$ cat src/rtl/pc_gen_unit_if.sv
// pc_gen_unit_if: fetch-side bundle for the PC generator.
//   Control in : PCSrc, ExtendOut, addr, RegTarget, exc_req, halt, resume, if_ready
//   Status out : if_valid, PC, EPC, exc_taken, src_err
//   slave  modport -> pc_gen_unit
//   master modport -> whoever drives control and consumes the PC
interface pc_gen_unit_if #(
  parameter int ADDR_W = 32
);
  logic [2:0]        PCSrc;
  logic [31:0]       ExtendOut;
  logic [25:0]       addr;
  logic [ADDR_W-1:0] RegTarget;
  logic              exc_req;
  logic              halt;
  logic              resume;
  logic              if_ready;
  logic              if_valid;
  logic [ADDR_W-1:0] PC;
  logic [ADDR_W-1:0] EPC;
  logic              exc_taken;
  logic              src_err;

  modport slave (
    input  PCSrc, ExtendOut, addr, RegTarget, exc_req, halt, resume, if_ready,
    output if_valid, PC, EPC, exc_taken, src_err
  );

  modport master (
    output PCSrc, ExtendOut, addr, RegTarget, exc_req, halt, resume, if_ready,
    input  if_valid, PC, EPC, exc_taken, src_err
  );
endinterface

$ cat src/rtl/pc_gen_unit.sv
// pc_gen_unit: stateful program-counter generator.
//   Owns the PC register, picks the next PC (SEQ / BRANCH / JUMP / JR /
//   exception vector) and offers it to fetch with a valid/ready handshake.
//   Supports stall (if_ready low), halt/resume, misaligned-JR trapping and
//   EPC capture.
// Ports:
//   CLK   : clock, rising edge
//   Reset : asynchronous, active-low reset
//   bus   : pc_gen_unit_if.slave (control in, PC/EPC/status out)
module pc_gen_unit #(
  parameter int          ADDR_W    = 32,
  parameter logic [31:0] RESET_VEC = 32'h0000_0000,
  parameter logic [31:0] EXC_VEC   = 32'h0000_0180
) (
  input  logic          CLK,
  input  logic          Reset,
  pc_gen_unit_if.slave  bus
);

  typedef enum logic [1:0] {S_BOOT, S_RUN, S_HALT} state_e;

  localparam logic [2:0] SRC_SEQ = 3'd0;
  localparam logic [2:0] SRC_BR  = 3'd1;
  localparam logic [2:0] SRC_J   = 3'd2;
  localparam logic [2:0] SRC_JR  = 3'd3;

  localparam logic [ADDR_W-1:0] RST_PC   = ADDR_W'(RESET_VEC);
  localparam logic [ADDR_W-1:0] EXC_PC   = ADDR_W'(EXC_VEC);
  // Low 28 bits come from the jump field; anything above is kept from PC+4.
  localparam logic [ADDR_W-1:0] JMP_MASK = ADDR_W'(32'h0FFF_FFFF);

  state_e            state_q, state_d;
  logic [ADDR_W-1:0] pc_q, pc_d;
  logic [ADDR_W-1:0] epc_q, epc_d;
  logic              exc_q, exc_d;
  logic              err_q, err_d;

  logic [ADDR_W-1:0] pc4;
  logic [ADDR_W-1:0] br_off;
  logic [ADDR_W-1:0] br_tgt;
  logic [ADDR_W-1:0] j_tgt;
  logic              advance;
  logic              jr_misal;

  assign pc4     = pc_q + ADDR_W'(4);
  // Word offset sign-extended and scaled by 4; truncation/extension to
  // ADDR_W gives the mod-2^ADDR_W wrap for free.
  assign br_off  = ADDR_W'({{32{bus.ExtendOut[31]}}, bus.ExtendOut, 2'b00});
  assign br_tgt  = pc4 + br_off;
  assign j_tgt   = (pc4 & ~JMP_MASK) | ADDR_W'({bus.addr, 2'b00});
  assign advance = (state_q == S_RUN) && bus.if_ready;
  assign jr_misal = (bus.RegTarget[1:0] != 2'b00);

  always_ff @(posedge CLK or negedge Reset) begin
    if (!Reset) begin
      state_q <= S_BOOT;
      pc_q    <= RST_PC;
      epc_q   <= '0;
      exc_q   <= 1'b0;
      err_q   <= 1'b0;
    end else begin
      state_q <= state_d;
      pc_q    <= pc_d;
      epc_q   <= epc_d;
      exc_q   <= exc_d;
      err_q   <= err_d;
    end
  end

  always_comb begin
    state_d = state_q;
    pc_d    = pc_q;
    epc_d   = epc_q;
    exc_d   = 1'b0;
    err_d   = 1'b0;

    unique case (state_q)
      S_BOOT: state_d = S_RUN;  // exc_req ignored while booting

      S_RUN, S_HALT: begin
        if (bus.exc_req) begin
          // Exception beats halt and any pending advance.
          pc_d    = EXC_PC;
          epc_d   = pc_q;
          exc_d   = 1'b1;
          state_d = S_RUN;
        end else if (advance) begin
          if (bus.halt) state_d = S_HALT;
          unique case (bus.PCSrc)
            SRC_SEQ: pc_d = pc4;
            SRC_BR:  pc_d = br_tgt;
            SRC_J:   pc_d = j_tgt;
            SRC_JR: begin
              if (jr_misal) begin
                pc_d    = EXC_PC;
                epc_d   = pc_q;
                exc_d   = 1'b1;
                state_d = S_RUN;
              end else begin
                pc_d = bus.RegTarget;
              end
            end
            default: err_d = 1'b1;  // reserved encoding: hold PC, flag it
          endcase
        end else if (state_q == S_HALT && bus.resume) begin
          state_d = S_RUN;
        end
      end

      default: state_d = S_BOOT;
    endcase
  end

  assign bus.if_valid  = (state_q == S_RUN);
  assign bus.PC        = pc_q;
  assign bus.EPC       = epc_q;
  assign bus.exc_taken = exc_q;
  assign bus.src_err   = err_q;

endmodule
$ cat src/flat_wrapper.sv
// flat-port wrapper written by rule: the top's interface ports become plain ports
module pc_gen_unit_flat 
#(
  parameter int          ADDR_W    = 32,
  parameter logic [31:0] RESET_VEC = 32'h0000_0000,
  parameter logic [31:0] EXC_VEC   = 32'h0000_0180
)
  (CLK, Reset, bus_PCSrc, bus_ExtendOut, bus_addr, bus_RegTarget, bus_exc_req, bus_halt, bus_resume, bus_if_ready, bus_if_valid, bus_PC, bus_EPC, bus_exc_taken, bus_src_err);
  pc_gen_unit_if #(.ADDR_W(ADDR_W)) bus_i ();
  input  logic CLK;
  input  logic Reset;
  input wire logic [$bits(bus_i.PCSrc)-1:0] bus_PCSrc;
  input wire logic [$bits(bus_i.ExtendOut)-1:0] bus_ExtendOut;
  input wire logic [$bits(bus_i.addr)-1:0] bus_addr;
  input wire logic [$bits(bus_i.RegTarget)-1:0] bus_RegTarget;
  input wire logic [$bits(bus_i.exc_req)-1:0] bus_exc_req;
  input wire logic [$bits(bus_i.halt)-1:0] bus_halt;
  input wire logic [$bits(bus_i.resume)-1:0] bus_resume;
  input wire logic [$bits(bus_i.if_ready)-1:0] bus_if_ready;
  output wire logic [$bits(bus_i.if_valid)-1:0] bus_if_valid;
  output wire logic [$bits(bus_i.PC)-1:0] bus_PC;
  output wire logic [$bits(bus_i.EPC)-1:0] bus_EPC;
  output wire logic [$bits(bus_i.exc_taken)-1:0] bus_exc_taken;
  output wire logic [$bits(bus_i.src_err)-1:0] bus_src_err;
  assign bus_i.PCSrc = bus_PCSrc;
  assign bus_i.ExtendOut = bus_ExtendOut;
  assign bus_i.addr = bus_addr;
  assign bus_i.RegTarget = bus_RegTarget;
  assign bus_i.exc_req = bus_exc_req;
  assign bus_i.halt = bus_halt;
  assign bus_i.resume = bus_resume;
  assign bus_i.if_ready = bus_if_ready;
  assign bus_if_valid = bus_i.if_valid;
  assign bus_PC = bus_i.PC;
  assign bus_EPC = bus_i.EPC;
  assign bus_exc_taken = bus_i.exc_taken;
  assign bus_src_err = bus_i.src_err;
  pc_gen_unit #(.ADDR_W(ADDR_W), .RESET_VEC(RESET_VEC), .EXC_VEC(EXC_VEC)) u_core (.CLK(CLK), .Reset(Reset), .bus(bus_i));
endmodule
$ cat config.mk
export PLATFORM = sky130hd
export DESIGN_NAME = pc_gen_unit_flat
export DESIGN_NICKNAME = d
export VERILOG_FILES = /design/src/rtl/pc_gen_unit_if.sv /design/src/rtl/pc_gen_unit.sv /design/src/flat_wrapper.sv
export SDC_FILE = /design/constraint.sdc
export NUM_CORES = 1
export LEC_CHECK = 0
export ABC_AREA = 1
export BUFFER_PORTS_ARGS = -buffer_cell sky130_fd_sc_hd__buf_2
export CAP_MARGIN = 10
export CORE_MARGIN = 3
export CORE_UTILIZATION = 40
export CTS_BUF_LIST = sky130_fd_sc_hd__clkbuf_2 sky130_fd_sc_hd__clkbuf_4 sky130_fd_sc_hd__clkbuf_8
export DETAILED_ROUTE_END_ITERATION = 8
export PLACE_DENSITY = 0.74
export SYNTH_ARGS = -nofsm -noshare
export SYNTH_HDL_FRONTEND = slang
export SYNTH_SLANG_ARGS = --single-unit
$ cat constraint.sdc
create_clock -name CLK -period 2.5 [get_ports CLK]
set_input_delay 0.5 -clock CLK [delete_from_list [all_inputs] [get_ports CLK]]
set_output_delay 0.5 -clock CLK [all_outputs]
set_load 0.02 [all_outputs]
==> impl_metrics.tcl <==
set metrics [dict create \
    grt_start_max_net_pins 51 \
    cp-start-kind "register" \
    hpwlAfterDp_um 19700 \
    grt_usage_pct 28.00 \
    io_pins 166 \
    cts_tree "done" \
    grt_antenna_before_repair 0 \
    synth_commonest_cells "nand2_1 (370), inv_1 (150), nand3_1 (88)" \
    path_cells "inv_2 -> buf_4 -> nor3_1 -> nand2_1 -> nor2_4 -> xor2_2 -> ha_4 -> nand2_4 -> inv_1 -> nand2_1 -> nand2_1 -> nand2_1 -> nand3_2 -> a21oi_2 -> nand3_1 -> nand3_1 -> nand2_1 -> nand2_1 -> nand2_1" \
    cts.htree.levels 3 \
    synthArstFlopShare_pct 100.0 \
    grt_remaining_overflow 0 \
    synth.most_common_cell "nand2_1" \
    clockBufferDepth 2 \
    wire_per_inst_um 16.89 \
    numPortBuffers 163 \
    slowest_stage "dfrtp_2" \
    critPathKind "register to register" \
    cp.required_ns 2.75 \
    pwr-share-comb_pct 61.5 \
    violations "negative setup slack" \
    slowest_delay_ns 0.39 \
    die_h_um 134.6 \
    synth-simple-area-share_pct 39.87 \
    synthCells 1074 \
    hold_viol_final 0 \
    fin_crit_ns 2.947 \
    cp_top_family "simple AND/OR/NAND/NOR gates" \
    synth_edf_count 0 \
    post-route-drc-count 0 \
    leakage_uw 0.005621 \
    n_antenna_cell 0 \
    synthMuxAreaShare_pct 0 \
    worst_path_most_repeated_cell "nand2_1" \
    clkPwrFrac_pct 14.5 \
    cts_buffers 9 \
    critPathMaxFanout 4 \
    cp_data_arrival_time_ns 3.20 \
    place_inst 1588 \
    ff2ff_setup_slack_ns -0.45 \
    seq_area_frac_synth_pct 25.73 \
    fp.dieW_um 134.6 \
    rows 46 \
    nets 1553 \
    final_cell_count_no_fill 1635 \
    synth_top_area_share_pct 25.73 \
    maxSlewViolCount 0 \
    yosys.area_share.adder_pct 7.682 \
    core_um2 16060 \
    synth.largest_area_cell "dfrtp_1" \
    syn-cell-area_um2 6613 \
    vias_per_cell 5.306 \
    synth_compound_area_share_pct 13.45 \
    switching_share_pct 46.91 \
    p_sw_uw 3108 \
    synth-xor-area-share_pct 2.365 \
    cts-root-buf "clkbuf_8" \
    antenna_left 0 \
    syn_nets 1213 \
    cp-end-kind "register" \
    area_delta_synth_final_pct 60.68 \
    clock.fmax_mhz 339.3 \
    dieArea_um2 18110 \
    cap_violations 0 \
    worst-path-buf-inv 3 \
    synthTopCellsByArea "dfrtp_1 (26%), nand2_1 (21%), inv_1 (8.5%), ha_1 (7.4%), nand3_1 (6.7%)" \
    rsz0062_at_grt "yes" \
    grt_first_pass_wirelength_um 40590 \
    drt_iter0_drc 831 \
    outcome "complete, but fails checks" \
    peakVddDrop_mv 0.5848 \
    drive_gt1_share_pct 46.02 \
    start_util_pct 41.18 \
    worst_pin_slew_ns 0.6709 \
    clk_pin_slew_ns 0.08 \
    insertion_delay_ns 0.36 \
    seq_power_share_pct 24.0 \
    vias 8675 \
    synth_warnings 0 \
    min_period_over_period_pct 117.9 \
    tns_ns -7.211 \
    slew_headroom_pct 55.23 \
    setup_viol 24 \
    setup_ws_ns -0.4469 \
    hp-class "input port to async pin" \
    drt_wl_total_um 27610 \
    grt_pass1_vias 8104 \
    p_int_uw 3518 \
    first_pass_iters 5 \
    placed_cell_area_um2 8917 \
    synth.distinct_cells 41 \
    ys_ff_latch 68 \
    synth_top_family_by_area "simple AND/OR/NAND/NOR gates" \
    stdcell_area_um2 10630 \
    avgSynthCellArea_um2 6.157 \
    gp_congestion 1.029 \
    p_per_area_nw_per_um2 623.6 \
    cts_sinks 68 \
    clock_skew_ns 0.01319 \
    synth_flop_cell "dfrtp_1" \
]
==> worst reg2reg max path: stages, from the launching register on <==
cell	delay, ns
dfrtp_2	0.39
inv_2	0.08
buf_4	0.16
nor3_1	0.25
nand2_1	0.14
nor2_4	0.14
xor2_2	0.30
ha_4	0.29
nand2_4	0.09
inv_1	0.06
nand2_1	0.06
nand2_1	0.09
nand2_1	0.13
nand3_2	0.10
a21oi_2	0.18
nand3_1	0.09
nand3_1	0.09
nand2_1	0.05
nand2_1	0.09
nand2_1	0.06
==> placed cells by master, fill, tap and decap left out, types with 11 or more instances in the layout <==
master    synthesis  layout
dfrtp_1          68      56
o21ai_0          58      41
nand4_1          11      11
buf_6             0      12
dfrtp_2           0      12
nor2_2           11      27
nand2_4           2      21
inv_1           150     127
nand3_2           0      12
nand2_1         370     304
buf_2            12     163
nand3_1          88      72
a21oi_1          44      30
o211ai_1         11      11
ha_1             39      11
inv_2            13      32
nor2_4            7      30
o21ai_1          12      24
a21oi_2           0      13
buf_4             0     176
nand2_2          11      56
nor2_1           76      37
clkbuf_8          0      11
ha_4              0      28
==> layer usage <==
| metal | vias to the layer above | wire [um] | GRT usage [%] |
|---|---|---|---|
| met5 | - | 0 | 0 |
| met4 | 0 | 1539 | 14.20 |
| met3 | 125 | 2206 | 2.608 |
| met2 | 493 | 12890 | 45.17 |
| met1 | 3952 | 10980 | 37.63 |
| li1 | 4105 | - | - |
==> state kept, by name, summed over array words and instances (netlist names) <==
register / count
u_core.bus.EPC: 32
u_core.bus.PC: 32
u_core.state_q: 2
u_core.bus.exc_taken: 1
u_core.bus.src_err: 1
==> per-stage QoR <==
| step | utilization, % | worst slack (ns) | total power, uW | hold WS (ns) |
|---|---|---|---|---|
| 2_1_floorplan | - | -0.06079 | 3427 | 0.2044 |
| 3_3_place_gp | 55.53 | -0.4218 | 4768 | 0.4562 |
| 3_5_place_dp | 55.53 | -0.4357 | 4847 | 0.4601 |
| 4_1_cts | 62.02 | -0.2812 | 6158 | 0.09209 |
| 5_1_grt | 66.17 | -0.6816 | 7029 | 0.1128 |
| 6_report | 66.17 | -0.4469 | 6626 | 0.08077 |
==> cells by family after synthesis <==
group	Yosys count
simple gates	605
buf+inv	188
compound gates	156
flops	68
fa+ha+maj	40
xor+xnor	17
==> worst paths after layout <==
check / startpoint / to / cells past startpoint
min in group CLK: bus_PCSrc[2] / u_core.bus.src_err$_DFF_PN0_ / 3
max in group asynchronous: Reset / u_core.bus.PC[19]$_DFFE_PN0P_ / 2
worst min register to register: u_core.bus.EPC[27]$_DFFE_PN0P_ / u_core.bus.EPC[27]$_DFFE_PN0P_ / 2
worst min-delay path: Reset / u_core.bus.PC[10]$_DFFE_PN0P_ / 1
worst max-delay path: u_core.bus.PC[11]$_DFFE_PN0P_ / u_core.bus.PC[28]$_DFFE_PN0P_ / 19
worst max register to register: u_core.bus.PC[11]$_DFFE_PN0P_ / u_core.bus.PC[28]$_DFFE_PN0P_ / 19
==> area by class of cell <==
| cell class | count | area (um2) |
|---|---|---|
| clock buffer | 11 | 151.4 |
| clock inverter | 5 | 60.06 |
| fill | 1257 | 5433 |
| inverter | 164 | 625.6 |
| multi-input combinational | 818 | 5489 |
| sequential | 68 | 1717 |
| tap | 216 | 270.3 |
| timing repair buffer | 353 | 2312 |
==> repair_timing <==
action / in CTS / in global routing
setup endpoints to repair: 27 / 27
pin swaps: 38 / 61
gates cloned: 0 / 0
resized for setup: 156 / 144
hold buffers: 0 / 0
buffers inserted: 18 / 15
==> power by group through the flow <==
stage | clock network (uW) | registers (uW) | logic [uW]
5_1_grt | 1020 | 1620 | 4390
2_1_floorplan | 0 | 1900 | 1530
3_5_place_dp | 0 | 1590 | 3260
3_3_place_gp | 0 | 1580 | 3190
4_1_cts | 961 | 1580 | 3620
6_report | 959 | 1590 | 4080
(Power assumes the default switching activity.)
